[src/rtl/input_vc_buffer.sv]
// Input virtual-channel buffer for a NoC router port.
// Holds flits of one packet at a time in a circular FIFO and walks the
// packet through VC allocation (VA) and switch allocation (SA).
// noc_params supplies the flit format shared across the router.

package noc_params;

    localparam int VC_SIZE        = 2;
    localparam int PORT_SIZE      = 3;
    localparam int FLIT_DATA_SIZE = 16;

    typedef enum logic [1:0] {
        HEAD     = 2'd0,
        BODY     = 2'd1,
        TAIL     = 2'd2,
        HEADTAIL = 2'd3
    } flit_label_t;

    typedef logic [PORT_SIZE-1:0] port_t;

    typedef struct packed {
        flit_label_t               flit_label;
        logic [FLIT_DATA_SIZE-1:0] data;
    } flit_t;

endpackage

module input_vc_buffer
    import noc_params::*;
#(
    // FIFO depth in flits; must be a power of two, at least 2
    parameter int BUFFER_SIZE = 8
)
(
    input  logic               clk,
    input  logic               rst,
    input  flit_t              data_i,
    input  logic               valid_i,
    input  port_t              out_port_i,
    input  logic               read_i,
    output logic               vc_request_o,
    output port_t              out_port_o,
    input  logic               vc_valid_i,
    input  logic [VC_SIZE-1:0] vc_new_i,
    output logic [VC_SIZE-1:0] downstream_vc_o,
    output logic               switch_request_o,
    output flit_t              data_o,
    output logic               is_full_o,
    output logic               is_empty_o,
    output logic               idle_o,
    output logic               error_o
);

    localparam int PTR_W = $clog2(BUFFER_SIZE);
    localparam logic [PTR_W:0] FULL_COUNT = (PTR_W+1)'(BUFFER_SIZE);

    typedef enum logic [1:0] {
        IDLE = 2'd0,
        VA   = 2'd1,
        SA   = 2'd2
    } state_t;

    // Packet context and control state
    state_t               state_q;
    port_t                out_port_q;
    logic [VC_SIZE-1:0]   downstream_vc_q;

    // FIFO bookkeeping
    logic [PTR_W-1:0]     rd_ptr_q, rd_ptr_d;
    logic [PTR_W-1:0]     wr_ptr_q, wr_ptr_d;
    logic [PTR_W:0]       count_q,  count_d;
    logic                 error_q,  error_d;

    // Flit storage; contents are don't-care while the count says empty
    flit_t                mem_q [BUFFER_SIZE];

    logic                 fifo_full;
    logic                 fifo_empty;
    logic                 in_is_head;
    logic                 out_is_tail;
    logic                 label_ok;
    logic                 space_ok;
    logic                 wr_en;
    logic                 pop;

    assign fifo_full   = (count_q == FULL_COUNT);
    assign fifo_empty  = (count_q == '0);

    assign in_is_head  = (data_i.flit_label == HEAD) || (data_i.flit_label == HEADTAIL);
    assign out_is_tail = (data_o.flit_label == TAIL) || (data_o.flit_label == HEADTAIL);

    // Only SA may drain the FIFO; read_i is ignored everywhere else
    assign pop         = read_i && !fifo_empty && (state_q == SA);

    // A head starts a packet only from IDLE; body/tail only extend a live packet
    assign label_ok    = (state_q == IDLE) ? in_is_head : !in_is_head;

    // A full FIFO still takes a write when the same cycle frees a slot
    assign space_ok    = !fifo_full || pop;

    assign wr_en       = valid_i && label_ok && space_ok;

    // Compute next pointers, occupancy and the drop indication
    always_comb begin
        rd_ptr_d = rd_ptr_q;
        wr_ptr_d = wr_ptr_q;
        count_d  = count_q;
        error_d  = valid_i && !wr_en;

        if (wr_en) begin
            wr_ptr_d = wr_ptr_q + PTR_W'(1);
        end
        if (pop) begin
            rd_ptr_d = rd_ptr_q + PTR_W'(1);
        end

        case ({wr_en, pop})
            2'b10:   count_d = count_q + (PTR_W+1)'(1);
            2'b01:   count_d = count_q - (PTR_W+1)'(1);
            default: count_d = count_q;
        endcase
    end

    // FIFO control registers, cleared immediately on reset
    always_ff @(posedge clk or posedge rst) begin
        if (rst) begin
            rd_ptr_q <= '0;
            wr_ptr_q <= '0;
            count_q  <= '0;
            error_q  <= 1'b0;
        end else begin
            rd_ptr_q <= rd_ptr_d;
            wr_ptr_q <= wr_ptr_d;
            count_q  <= count_d;
            error_q  <= error_d;
        end
    end

    // Flit storage write port; no reset needed since the count gates visibility
    always_ff @(posedge clk) begin
        if (wr_en) begin
            mem_q[wr_ptr_q] <= data_i;
        end
    end

    // Packet state machine: latches route on head, VC on grant, returns on tail pop
    always_ff @(posedge clk or posedge rst) begin
        if (rst) begin
            state_q         <= IDLE;
            out_port_q      <= '0;
            downstream_vc_q <= '0;
        end else begin
            case (state_q)
                IDLE: begin
                    if (wr_en) begin
                        out_port_q <= out_port_i;
                        state_q    <= VA;
                    end
                end
                VA: begin
                    if (vc_valid_i) begin
                        downstream_vc_q <= vc_new_i;
                        state_q         <= SA;
                    end
                end
                SA: begin
                    if (pop && out_is_tail) begin
                        state_q <= IDLE;
                    end
                end
                default: begin
                    state_q <= IDLE;
                end
            endcase
        end
    end

    assign data_o           = mem_q[rd_ptr_q];
    assign is_full_o        = fifo_full;
    assign is_empty_o       = fifo_empty;
    assign vc_request_o     = (state_q == VA);
    assign switch_request_o = (state_q == SA) && !fifo_empty;
    assign idle_o           = (state_q == IDLE) && fifo_empty;
    assign out_port_o       = out_port_q;
    assign downstream_vc_o  = downstream_vc_q;
    assign error_o          = error_q;

endmodule

[config.mk]
export PLATFORM = sky130hd
export DESIGN_NAME = input_vc_buffer
export DESIGN_NICKNAME = d
export VERILOG_FILES = /design/src/rtl/input_vc_buffer.sv
export SDC_FILE = /design/constraint.sdc
export NUM_CORES = 1
export LEC_CHECK = 0
export ABC_AREA = 0
export BUFFER_PORTS_ARGS = -buffer_cell sky130_fd_sc_hd__buf_4
export CORE_ASPECT_RATIO = 1.4
export CORE_MARGIN = 2
export CORE_UTILIZATION = 40
export DETAILED_ROUTE_END_ITERATION = 16
export HOLD_SLACK_MARGIN = 0.08
export SYNTH_ARGS = -nofsm -noshare
export SYNTH_HDL_FRONTEND = slang
export SYNTH_SLANG_ARGS = --single-unit
[constraint.sdc]
create_clock -name clk -period 4.85 [get_ports clk]
set_input_delay 0.97 -clock clk [delete_from_list [all_inputs] [get_ports clk]]
set_output_delay 0.97 -clock clk [all_outputs]
set_load 0.02 [all_outputs]
==> results_tabular.tex <==
\begin{tabular}{lr}
\hline
Metric & Value \\
\hline
\multicolumn{2}{l}{\textbf{Status}} \\
Status & completed \\
\multicolumn{2}{l}{\textbf{Power}} \\
Relative contribution of sequential cells to total power & 0.409 \\
Clock power frac & 0.278 \\
Comb pwr share & 0.313 \\
Maximum vdd ir drop & roughly 320 µV \\
Cell internal power dissipation & 3.25 mW \\
Leakage power total & 2.68 nW \\
Power spent charging and discharging nets & 1.41 mW \\
Cell Pwr Density & 604 nW/µm² \\
Switching share of power & 0.302 \\
\multicolumn{2}{l}{\textbf{STA}} \\
Final number of hold-violating endpoints & 0 \\
Total count of max-transition violations in the final report & 0 \\
Total setup violations reported at the end of the flow & 0 \\
Setup repair after global routing missed its margin & false \\
Transition time at the pin with the least slew margin & 0.882 ns \\
Post-layout minimum cycle time & $\sim$3.4 ns \\
Worst hold margin & a little over 0.5 ns \\
Max-slew headroom at the worst pin & 0.410 \\
Total Negative Setup Slacks & 0 ns \\
Clock Skew & about 0.011 ns \\
Final worst-path cycle share & 0.710 \\
Peak clock frequency supported by timing & 290 MHz \\
\multicolumn{2}{l}{\textbf{Clock tree}} \\
Bufs on Longest Clock Path & 2 \\
Clock sinks & $\sim$160 \\
Clk pin slew, worst setup/hold paths & $\sim$0.060 ns \\
Clock tree from TritonCTS & done \\
Number of hold buffers added after cts & 0 \\
Number of CTS-inserted buffers & 17 \\
Latest clock arrival within the worst-skew pair & roughly 0.42 ns \\
Setup Buffers After CTS & 0 \\
H-tree level count & 4 \\
Root buffer selected by CTS & clkbuf\_16 \\
Resize count post-CTS & 0 \\
\multicolumn{2}{l}{\textbf{Worst setup path}} \\
CP dominant cell by count & buf\_4 \\
WP data required & just under 4 ns \\
Total buffers and inverters traversed by the critical path & 2 \\
Setup Crit Path Kind & reg -> out \\
Reg-to-reg critical path startpoint & state\_q[0] \\
CP Launch Type & register \\
Slowest-stage cell, CP & dfrtp\_2 \\
Flop-to-flop setup slack & 1.90 ns \\
Cell family contributing the most delay on the critical path & multiplexers \\
Critical-path cell list & buf\_4 > mux4\_2 > mux2\_2 > buf\_4 \\
Highest fanout seen on the critical path & 17 \\
Kind of end point of the critical path & output pin \\
Maximum cell stage delay along the critical path & a little over 0.7 ns \\
Arrival time reported for the critical path endpoint & between 2 and 2.5 ns \\
Origin of the worst setup path & rd\_ptr\_q[0] \\
\multicolumn{2}{l}{\textbf{Floorplan}} \\
Starting utilization of the core area & 0.409 \\
Full die area & 17000 µm² \\
Number of placement rows & 54 \\
Core footprint & roughly 16000 µm² \\
I/O pin count & 57 \\
Die height & between 150 and 200 µm \\
Die Wd & roughly 110 µm \\
\multicolumn{2}{l}{\textbf{Global route}} \\
Total congestion overflow after global routing & 0 \\
Wire length of the first global-routing pass & 18500 µm \\
Via count of the first global-routing pass & 3317 \\
Maximum number of pins on one net before global-route repair & 27 \\
Global Route Usage Sum & 0.146 \\
Number of antenna violations at the first check in global routing & 0 \\
Met1 Resource Use GR & 0.178 \\
Most used routing layer & met2 \\
Met3 routing resource usage after global routing & 0.0386 \\
Met2 demand-to-capacity share in global routing & 0.249 \\
\multicolumn{2}{l}{\textbf{Routing}} \\
Wirelength per Cell & between 15 and 20 µm \\
Via count & a little over 3000 \\
Number of violations reported at the end of detailed-routing iteration 0 & 100 \\
Total wire length & around 11000 µm \\
Via-per-instance ratio & about 5.2 \\
Antenna Violating Nets Remaining & 0 \\
DRT Pass-1 Iters & 5 \\
Post-route DRC violation count & 0 \\
\multicolumn{2}{l}{\textbf{Synthesis}} \\
Adder and majority cell fraction of the synthesized area & 0.0110 \\
Number of synthesized register bits & between 150 and 200 \\
Share of the synthesized area in compound gates (AO/OA/AOI/OAI) & 0.00882 \\
Yosys warning count & 0 \\
Average instance area after synthesis & $\sim$21 µm² \\
Simple-gate share of the synthesized area & 0.0317 \\
Fraction of synthesized cell area in xor and xnor cells & 0.00960 \\
Combined area of all synthesized cells & around 6400 µm² \\
Net count after synthesis & 334 \\
Sequential area share after synthesis & 0.748 \\
Share of cell area taken by muxes after synthesis & 0.178 \\
Cell taking the most area after synthesis & edfxtp\_1 \\
Synth top area cells & edfxtp\_1 68\%, mux4\_2 13\%, dfrtp\_1 7.1\% \\
Gate count of the mapped netlist & 301 \\
Largest family of logic cells by synthesized area & multiplexers \\
Number of distinct library cell variants in the gate-level netlist after synthesis & 30 \\
Area share of the largest cell type after synthesis & 0.677 \\
\multicolumn{2}{l}{\textbf{Layout}} \\
Most frequent cells in the layout & 144 x edfxtp\_1, 70 x buf\_4, 36 x mux4\_2, 22 x mux2\_2 \\
Area Overhead vs Synth & 20.8\% \\
Most common cell after layout, fill and taps aside & edfxtp\_1 \\
Number of antenna diodes & 0 \\
Nets & 410 \\
FILL cells & approximately 1200 \\
Core utilization of the finished layout & 0.494 \\
Fraction of layout cells with a size suffix above 1 & 0.442 \\
\multicolumn{2}{l}{\textbf{Min path}} \\
Type of the tightest min-delay check & reg -> reg \\
Worst min-delay path startpoint & downstream\_vc\_o[0] \\
\multicolumn{2}{l}{\textbf{Placed design}} \\
Hpwl dp & around 7500 µm \\
I/O Buffers & 56 \\
Placer's final routability congestion estimate & around 0.72 \\
\multicolumn{2}{l}{\textbf{Job}} \\
Number of max-cap violations & 0 \\
\hline
\end{tabular}
## synthesized netlist by cell type (all sizes together)
| cell type | count |
|---|---|
| mux4 | 36 |
| or3 | 3 |
| mux2 | 26 |
| buf | 7 |
| dfrtp | 18 |
| nand2b | 1 |
| nand2 | 14 |
| nor4 | 2 |
| o2bb2ai | 1 |
| or3b | 1 |
| mux2i | 2 |
| nor3b | 3 |
| o21ai | 1 |
| clkbuf | 6 |
| nor2 | 3 |
| a21oi | 4 |
| xnor2 | 7 |
| edfxtp | 144 |
| ha | 4 |
| nor3 | 4 |
| nor4b | 3 |
| inv | 4 |
| fa | 1 |
| nor2b | 1 |
| and2 | 2 |
| a21o | 3 |
## metrics by stage
step,power (mW),cell area (µm²),std cells,setup slack [ns]
global route,4.89,7710,585,1.22
detailed placement,3.42,7130,554,1.33
global placement,3.41,7130,554,1.38
finish,4.66,7710,585,1.41
floorplan,2.91,6390,301,0.533
CTS,4.73,7710,585,1.30
## power groups by stage
stage                     Combinational [mW]  Sequential (mW)  Clock, mW
after floorplan                         1.06             1.85          0
after global placement                  1.47             1.93          0
after detailed placement                1.48             1.94          0
after CTS                               1.49             1.91       1.32
after global routing                    1.58             1.94       1.37
final                                   1.46             1.90       1.29
## area by class of cell
| cell class | count | area [µm²] | share of cell area |
|---|---|---|---|
| clock inverter | 14 | 158 | 0.0204 |
| clock buffer | 17 | 425 | 0.0552 |
| timing repair buffer | 70 | 526 | 0.0681 |
| sequential | 162 | 4780 | 0.619 |
| multi-input combinational | 122 | 1570 | 0.203 |
| tap | 196 | 245 | 0.0318 |
| inverter | 4 | 15.0 | 0.00195 |
## final timing paths
path | endpoint | cells after the start
hold reg to reg | downstream_vc_o[0] | 1
min in group asynchronous | count_q[3] | 2
setup reg to reg | mem_q[7][7] | 6
hold / removal | downstream_vc_o[0] | 1
max in group asynchronous | rd_ptr_q[0] | 2
setup / recovery | data_o[8] | 4
## routing by layer
layer  routed length (µm)  vias to the layer above
met3                  396                       19
met2                 6110                       81
met5                    0                        -
li1                     -                     1381
met1                 4770                     1581
met4                  195                        0
## cell families (layout without fill, tap and decap cells)
group	after synthesis	count (layout)
DFF	162	162
muxes	64	64
and+or+nand+nor	37	37
buffers and inverters	17	105
AOI/OAI and AO/OA	9	9
xor gates and xnor gates	7	7
adders and majority gates	5	5
## state kept, by name (all words and copies together), names as in the netlist
register         cells
downstream_vc_o      2
state_q              2
out_port_o           3
count_q              4
rd_ptr_q             3
wr_ptr_q             3
mem_q              144
error_o              1
Note: power is estimated with default switching activity, not from simulation.
